[config.mk]
export PLATFORM = sky130hd
export DESIGN_NAME = dot_job_sched_flat
export DESIGN_NICKNAME = d
export VERILOG_FILES = /design/src/rtl/dot_job_sched_if.sv /design/src/rtl/dot_job_sched.sv /design/src/flat_wrapper.sv
export SDC_FILE = /design/constraint.sdc
export NUM_CORES = 1
export LEC_CHECK = 0
export CAP_MARGIN = 20
export CORE_MARGIN = 2
export CORE_UTILIZATION = 35
export CTS_BUF_LIST = sky130_fd_sc_hd__clkbuf_2 sky130_fd_sc_hd__clkbuf_4 sky130_fd_sc_hd__clkbuf_8
export CTS_CLUSTER_DIAMETER = 200
export DETAILED_ROUTE_END_ITERATION = 6
export HOLD_SLACK_MARGIN = 0.15
export PLACE_DENSITY = 0.85
export SETUP_SLACK_MARGIN = 0.02
export SYNTH_ARGS = -nofsm -noshare
export SYNTH_HDL_FRONTEND = slang
export SYNTH_SLANG_ARGS = --single-unit
[constraint.sdc]
create_clock -name clk -period 2.7 [get_ports clk]
set_clock_uncertainty 0.15 [all_clocks]
set_input_delay 0.54 -clock clk [delete_from_list [all_inputs] [get_ports clk]]
set_output_delay 0.54 -clock clk [all_outputs]
set_load 0.005 [all_outputs]
[src/rtl/dot_job_sched_if.sv]
// Requester, result and engine-side signals shared by dot_job_sched and its environment.
// The scheduler uses the master modport; requesters, consumer and engine sit on the slave side.
interface dot_job_sched_if #(
    parameter int unsigned N_REQ  = 4,
    parameter int unsigned DIN_W  = 8,
    parameter int unsigned DOUT_W = 18
);
    localparam int unsigned ID_W = $clog2(N_REQ);

    logic [N_REQ-1:0]         req_valid;
    logic [N_REQ*6*DIN_W-1:0] req_data;
    logic [N_REQ-1:0]         req_ack;
    logic                     res_valid;
    logic                     res_ready;
    logic [DOUT_W-1:0]        res_data;
    logic [ID_W-1:0]          res_id;
    logic                     res_err;
    logic                     busy;
    logic                     eng_resetn;
    logic [DIN_W-1:0]         eng_din;
    logic [DOUT_W-1:0]        eng_dout;
    logic                     eng_run;

    modport master (
        input  req_valid, req_data, res_ready, eng_dout, eng_run,
        output req_ack, res_valid, res_data, res_id, res_err, busy, eng_resetn, eng_din
    );

    modport slave (
        output req_valid, req_data, res_ready, eng_dout, eng_run,
        input  req_ack, res_valid, res_data, res_id, res_err, busy, eng_resetn, eng_din
    );
endinterface

[src/rtl/dot_job_sched.sv]
// Round-robin scheduler sharing one serial dot-product engine among N_REQ requesters.
// Each job: grant + latch, stream 6 operand bytes, capture the result, hold it until consumed.
module dot_job_sched #(
    parameter int unsigned N_REQ  = 4,
    parameter int unsigned DIN_W  = 8,
    parameter int unsigned DOUT_W = 18
) (
    input logic              clk,
    input logic              reset,
    dot_job_sched_if.master  bus
);
    localparam int unsigned ID_W  = $clog2(N_REQ);
    localparam int unsigned OPS_W = 6 * DIN_W;

    typedef enum logic [1:0] {StIdle, StFeed, StCapt, StResp} state_e;

    state_e            state_q, state_d;
    logic [ID_W-1:0]   rr_q, rr_d;
    logic [ID_W-1:0]   id_q, id_d;
    logic [2:0]        cnt_q, cnt_d;
    logic [OPS_W-1:0]  ops_q, ops_d;
    logic [DOUT_W-1:0] res_data_q, res_data_d;
    logic [ID_W-1:0]   res_id_q, res_id_d;
    logic              res_err_q, res_err_d;

    logic              gnt_vld;
    logic [ID_W-1:0]   gnt_idx;
    int unsigned       cand;

    // Walk offsets from far to near so the nearest requester after rr_q wins.
    always_comb begin
        gnt_vld = 1'b0;
        gnt_idx = '0;
        cand    = 0;
        for (int off = int'(N_REQ); off >= 1; off--) begin
            cand = (32'(rr_q) + 32'(off)) % N_REQ;
            if (bus.req_valid[ID_W'(cand)]) begin
                gnt_vld = 1'b1;
                gnt_idx = ID_W'(cand);
            end
        end
    end

    always_comb begin
        state_d        = state_q;
        rr_d           = rr_q;
        id_d           = id_q;
        cnt_d          = cnt_q;
        ops_d          = ops_q;
        res_data_d     = res_data_q;
        res_id_d       = res_id_q;
        res_err_d      = res_err_q;
        bus.req_ack    = '0;
        bus.res_valid  = 1'b0;
        bus.eng_resetn = 1'b0;
        bus.eng_din    = '0;

        unique case (state_q)
            StIdle: begin
                // Ack is masked during reset so every output reads 0 while reset is held.
                if (gnt_vld && !reset) begin
                    bus.req_ack = N_REQ'(1) << gnt_idx;
                    ops_d       = bus.req_data[32'(gnt_idx) * OPS_W +: OPS_W];
                    id_d        = gnt_idx;
                    rr_d        = gnt_idx;
                    cnt_d       = '0;
                    state_d     = StFeed;
                end
            end
            StFeed: begin
                bus.eng_resetn = 1'b1;
                bus.eng_din    = ops_q[32'(cnt_q) * DIN_W +: DIN_W];
                cnt_d          = cnt_q + 3'd1;
                if (cnt_q == 3'd5) begin
                    state_d = StCapt;
                end
            end
            StCapt: begin
                bus.eng_resetn = 1'b1;
                res_data_d     = bus.eng_dout;
                res_err_d      = (bus.eng_run !== 1'b1);
                res_id_d       = id_q;
                state_d        = StResp;
            end
            StResp: begin
                bus.res_valid = 1'b1;
                if (bus.res_ready) begin
                    state_d = StIdle;
                end
            end
            default: state_d = StIdle;
        endcase
    end

    always_ff @(posedge clk or posedge reset) begin
        if (reset) begin
            state_q    <= StIdle;
            rr_q       <= ID_W'(N_REQ - 1);
            id_q       <= '0;
            cnt_q      <= '0;
            ops_q      <= '0;
            res_data_q <= '0;
            res_id_q   <= '0;
            res_err_q  <= 1'b0;
        end else begin
            state_q    <= state_d;
            rr_q       <= rr_d;
            id_q       <= id_d;
            cnt_q      <= cnt_d;
            ops_q      <= ops_d;
            res_data_q <= res_data_d;
            res_id_q   <= res_id_d;
            res_err_q  <= res_err_d;
        end
    end

    assign bus.res_data = res_data_q;
    assign bus.res_id   = res_id_q;
    assign bus.res_err  = res_err_q;
    assign bus.busy     = (state_q != StIdle);
endmodule

[src/flat_wrapper.sv]
// flat-port wrapper written by rule: the top's interface ports become plain ports
module dot_job_sched_flat 
#(
    parameter int unsigned N_REQ  = 4,
    parameter int unsigned DIN_W  = 8,
    parameter int unsigned DOUT_W = 18
)
  (clk, reset, bus_req_valid, bus_req_data, bus_res_ready, bus_eng_dout, bus_eng_run, bus_req_ack, bus_res_valid, bus_res_data, bus_res_id, bus_res_err, bus_busy, bus_eng_resetn, bus_eng_din);
  dot_job_sched_if #(.N_REQ(N_REQ), .DIN_W(DIN_W), .DOUT_W(DOUT_W)) bus_i ();
  input logic clk;
  input logic reset;
  input wire logic [$bits(bus_i.req_valid)-1:0] bus_req_valid;
  input wire logic [$bits(bus_i.req_data)-1:0] bus_req_data;
  input wire logic [$bits(bus_i.res_ready)-1:0] bus_res_ready;
  input wire logic [$bits(bus_i.eng_dout)-1:0] bus_eng_dout;
  input wire logic [$bits(bus_i.eng_run)-1:0] bus_eng_run;
  output wire logic [$bits(bus_i.req_ack)-1:0] bus_req_ack;
  output wire logic [$bits(bus_i.res_valid)-1:0] bus_res_valid;
  output wire logic [$bits(bus_i.res_data)-1:0] bus_res_data;
  output wire logic [$bits(bus_i.res_id)-1:0] bus_res_id;
  output wire logic [$bits(bus_i.res_err)-1:0] bus_res_err;
  output wire logic [$bits(bus_i.busy)-1:0] bus_busy;
  output wire logic [$bits(bus_i.eng_resetn)-1:0] bus_eng_resetn;
  output wire logic [$bits(bus_i.eng_din)-1:0] bus_eng_din;
  assign bus_i.req_valid = bus_req_valid;
  assign bus_i.req_data = bus_req_data;
  assign bus_i.res_ready = bus_res_ready;
  assign bus_i.eng_dout = bus_eng_dout;
  assign bus_i.eng_run = bus_eng_run;
  assign bus_req_ack = bus_i.req_ack;
  assign bus_res_valid = bus_i.res_valid;
  assign bus_res_data = bus_i.res_data;
  assign bus_res_id = bus_i.res_id;
  assign bus_res_err = bus_i.res_err;
  assign bus_busy = bus_i.busy;
  assign bus_eng_resetn = bus_i.eng_resetn;
  assign bus_eng_din = bus_i.eng_din;
  dot_job_sched #(.N_REQ(N_REQ), .DIN_W(DIN_W), .DOUT_W(DOUT_W)) u_core (.clk(clk), .reset(reset), .bus(bus_i));
endmodule
After elaboration in Yosys (flattened, before gate mapping)
Cells that the tools add are included.
Storage, ports and cells
  register bits after elaboration: 78
  input port bits: 218
  output and inout bits: 36
Operators by class
  add/subtract/negate cells: 5
  multipliers: 1
  order comparisons: 4
  equality and inequality tests: 8
  shifts and indexed selects: 3
  muxes and demuxes: 27
  reductions and logical operators: 9
Operators by type and width (number)
  $shiftx A192 B9 Y48: 1
  $shiftx A48 B7 Y8: 1
  $mux W2: 7
  $lt A2 B3 Y1 const B: 4
  $mux W1: 10
  $bmux W1 S2: 4
  $mux W4: 2
  $mux W8: 1
  $pmux W2 S4: 1
  $pmux W3 S2: 1
  $add A2 B1 Y2 const B: 2
  $add A2 B2 Y2 const B: 2
  $eq A2 B2 Y1 const B: 2
  $mul A2 B2 Y4 const B: 1
  $ne A2 B1 Y1 const B: 2
  $reduce_and A2 Y1: 2
  $reduce_bool A2 Y1: 2
  $shl A1 B2 Y4 const A: 1
  $add A3 B1 Y3 const B: 1
  $eq A3 B3 Y1 const B: 1
  $mux W3: 1
  $reduce_and A3 Y1: 1
  $eq A2 B1 Y1 const B: 1
  $logic_not A2 Y1: 1
  other kinds (5): 5

Longest topological paths before layout
  depth after elaboration: 10
  depth in mapped cells: 8

Least setup slack after synthesis
No wires, ideal clock.
  kind: in2out
  start point: input port bus_req_valid[1]
  end point: output port bus_req_ack[1]
  arrival: 1.668 ns
  required time: 2.010 ns
  path slack: 0.342 ns
  cell stages on the path: 6
  buffers on the path: 3
  path through: buf_6 > nor4_1 > nor3_2 > buf_2 > clkbuf_1 > and3_1
Between the ends
  word-level cells in the longest chain between the ends: 9
  elaborated cells between the ends (all ways): 20
  classes of those cells: shift: 1; mux: 18; reduce/logical: 1
Ends and longest elaborated chain
  start, declared: RTL line flat_wrapper.sv:12  | input wire logic [$bits(bus_i.req_valid)-1:0] bus_req_valid;
  $bmux W1 S2: RTL line dot_job_sched.sv:37  | if (bus.req_valid[ID_W'(cand)]) begin
  $mux W1 (implied by the code): RTL line dot_job_sched.sv:37
  $mux W2 / $mux W1 (equally long branches) (4 in series): RTL line dot_job_sched.sv:37
  $shl A1 B2 Y4 / $logic_and A1 B1 Y1 (equally long branches): RTL line dot_job_sched.sv:62, dot_job_sched.sv:61
  $mux W4 *: RTL line dot_job_sched.sv:61  | if (gnt_vld && !reset) begin
  $mux W4 *: RTL line dot_job_sched.sv:58  | unique case (state_q)
  end, declared: RTL line flat_wrapper.sv:17  | output wire logic [$bits(bus_i.req_ack)-1:0] bus_req_ack;
Mark *: on every way between the ends. The rest lies on a longest branch, timed or not. The select of a mux whose other input is x is not followed.

Worst setup path in the final report
  start point: register u_core.cnt_q[0]
  end point: output port bus_eng_din[1]
Between the ends
  word-level cells in the longest chain between the ends: 2
Ends and longest elaborated chain
  start, declared: RTL line dot_job_sched.sv:20  | logic [2:0] cnt_q, cnt_d;
  start signal, assigned: RTL line dot_job_sched.sv:109  | cnt_q <= cnt_d;
  $shiftx A48 B7 Y8: RTL line dot_job_sched.sv:72  | bus.eng_din = ops_q[32'(cnt_q) * DIN_W +: DIN_W];
  $mux W8: RTL line dot_job_sched.sv:58
  end, declared: RTL line flat_wrapper.sv:24  | output wire logic [$bits(bus_i.eng_din)-1:0] bus_eng_din;
No other way between the ends.

==> metrics.cfg <==
[outcome]
status = finished clean

[floorplan]
ios = 254
die_h_um = 121.8
row_count = 43
core_um2 = 13720
dieArea_um2 = 14820
start_util = 0.3538
die_w_um = 121.8

[clock_network]
clock_sinks = 78
cts_tree = built
numCtsBuffers = 9
clk_latency_ns = 0.37
clk_root_buffer_cell = clkbuf_8
cts_hold_buf = 0
clockBufferDepth = 2
path_clk_slew_ns = 0.09
h-tree-depth = 3

[synth]
netlist_instances = 489
syn-cell-area_um2 = 4853
ys_types = 33
synth-seq-cells = 78
avgSynthCellArea_um2 = 9.925
yosysSeqAreaShare = 0.4027
synth_edf_count = 0
async_flop_share = 1.000
yosysWarnings = 0
syn_nets = 713
synthFlopType = dfrtp_1

[global_route]
grtUsageTotal = 0.2358
grt_pass1_vias = 5121
antenna_found_initial = 1
grt_overflow_total = 0
grt_max_degree = 55
grt_first_pass_wirelength_um = 26840

[route]
wl_um = 17440
vias = 5059
detail_route.wl_per_cell_um = 18.59
ant_nets = 0
dr.first_iter.drc_count = 328
viasPerCell = 5.393
dr.pass1.iters = 6
drc = 0

[run]
max_cap_violations = 0

[min_path]
hold_path_class = flop to flop

[final_layout]
drive_gt1_frac = 0.1664
final_nets = 976
layout_commonest_cell = clkdlybuf4s50_1
fillers = 1189
final_area_um2 = 8077
layout_common_cells = clkdlybuf4s50_1, dfrtp_1, mux2i_1, nor2_1, o22ai_1
area_delta_synth_final_pct = 66.41

[placed_design]
placed_area_um2 = 7711
globalplace.congestion = 0.8039
io_buffers = 253
dp_hpwl_um = 13010

[pwr]
ir_drop_uv = 522.5
leakage_nw = 3.243
power.density_nw_per_um2 = 918.1

[sta]
drv_slew = 0
worst_slew_pin_slew_ns = 0.6985
fmax_mhz = 377.8
rsz0062_at_grt = true
hold_violations = 0
finalSetupTns_ns = 0
finalCritPeriodShare = 0.9803
setup_viol = 0
min_period_ns = 2.647
slew-limit-headroom = 0.5332

[critical_path]
path_max_fanout = 4
critPathKind = flop to output port
crit_path_start_kind = flop
crit_path_end_kind = output port
cp_data_required_time_ns = 2.01
cp.arrival_ns = 1.96

==> metal layers <==
| layer | share of wire | track usage | wire length (um) |
|---|---|---|---|
| met1 | 0.42 | 0.3031 | 7290 |
| met2 | 0.50 | 0.4047 | 8754 |
| met3 | 0.062 | 0.03839 | 1079 |
| met4 | 0.018 | 0.07687 | 313 |
| met5 | 0 | 0 | 0 |
==> critical path: stages, from the launching register on <==
cell	delay (ns)
dfrtp_1	0.40
buf_12	0.13
buf_8	0.10
mux4_2	0.51
inv_2	0.08
o22ai_2	0.07
and2_4	0.18
buf_6	0.11
==> kinds of logic after synthesis <==
logic type,Yosys count,share of synthesized area
AOI/OAI and AO/OA,166,0.2300
adders and majority gates,6,0.01547
buffers and inverters,60,0.06290
DFF,78,0.4027
muxes,88,0.2075
and+or+nand+nor,91,0.08147
==> synth_stat cells (all sizes together) (14+ instances only) <==
master	count	area (um2)
dfrtp	76	1902
mux2i	59	590.6
nor2	57	214.0
o22ai	56	350.3
o21ai	51	259.0
a221oi	48	420.4
buf	26	177.7
mux2	21	236.5
clkbuf	19	71.32
inv	15	56.30
nand2	14	52.55
==> sequential cells by signal, summed over array words and instances, names as in the netlist <==
| name | count |
|---|---|
| u_core.cnt_q | 3 |
| u_core.rr_q | 2 |
| u_core.state_q | 2 |
| u_core.bus.res_id | 2 |
| u_core.bus.res_err | 1 |
| u_core.id_q | 2 |
| u_core.bus.res_data | 18 |
| u_core.ops_q | 48 |
==> through the flow <==
| step | total power [mW] | hold WS, ns | worst slack, ns | utilization | std cells |
|---|---|---|---|---|---|
| after floorplan | 4.465 | 0.2934 | 0.3425 | - | 489 |
| after global placement | 6.025 | 0.3118 | -0.3954 | 0.5601 | 912 |
| after detailed placement | 6.178 | 0.3301 | -0.2872 | 0.5621 | 913 |
| after CTS | 7.375 | 0.3522 | 0.02231 | 0.5862 | 937 |
| after global routing | 7.928 | 0.3856 | -0.04229 | 0.5887 | 938 |
| final | 7.415 | 0.3444 | 0.05312 | 0.5887 | 938 |
==> path summary, 6_finish.rpt <==
check | start | to | slack [ns] | cells after the start
worst max-delay path | u_core.cnt_q[0] | bus_eng_din[1] | 0.05 | 7
max in group asynchronous | reset | u_core.bus.res_data[11] | 1.51 | 4
worst max register to register | u_core.rr_q[1] | u_core.ops_q[26] | 0.35 | 8
min in group asynchronous | reset | u_core.bus.res_data[7] | 0.40 | 3
worst min register to register | u_core.id_q[1] | u_core.id_q[1] | 0.34 | 2
worst min-delay path | u_core.id_q[1] | u_core.id_q[1] | 0.34 | 2
==> repair_timing <==
action,4_1_cts,5_1_grt
setup endpoints to repair,12,9
buffers inserted,8,0
hold endpoints to repair,0,0
pin swaps,2,0
gates resized for setup,61,11
==> report_power, final <==
group          total (mW)  leakage [nW]  internal, mW  switching (mW)
registers            2.25         0.834          1.75           0.498
logic                4.05          2.29          2.22            1.82
clock network        1.12         0.123         0.652           0.467
total                7.42          3.24          4.63            2.79
==> area by class of cell <==
class | count | area [um2] | share of cell area
antenna | 1 | 2.502 | 0.0003098
inverter | 15 | 60.06 | 0.007436
clock inverter | 5 | 106.4 | 0.01317
sequential | 78 | 1954 | 0.2420
clock buffer | 11 | 145.1 | 0.01797
multi-input combinational | 351 | 2680 | 0.3318
timing repair buffer | 297 | 2903 | 0.3594
tap | 180 | 225.2 | 0.02789
Note: power is estimated with default switching activity, not from simulation.
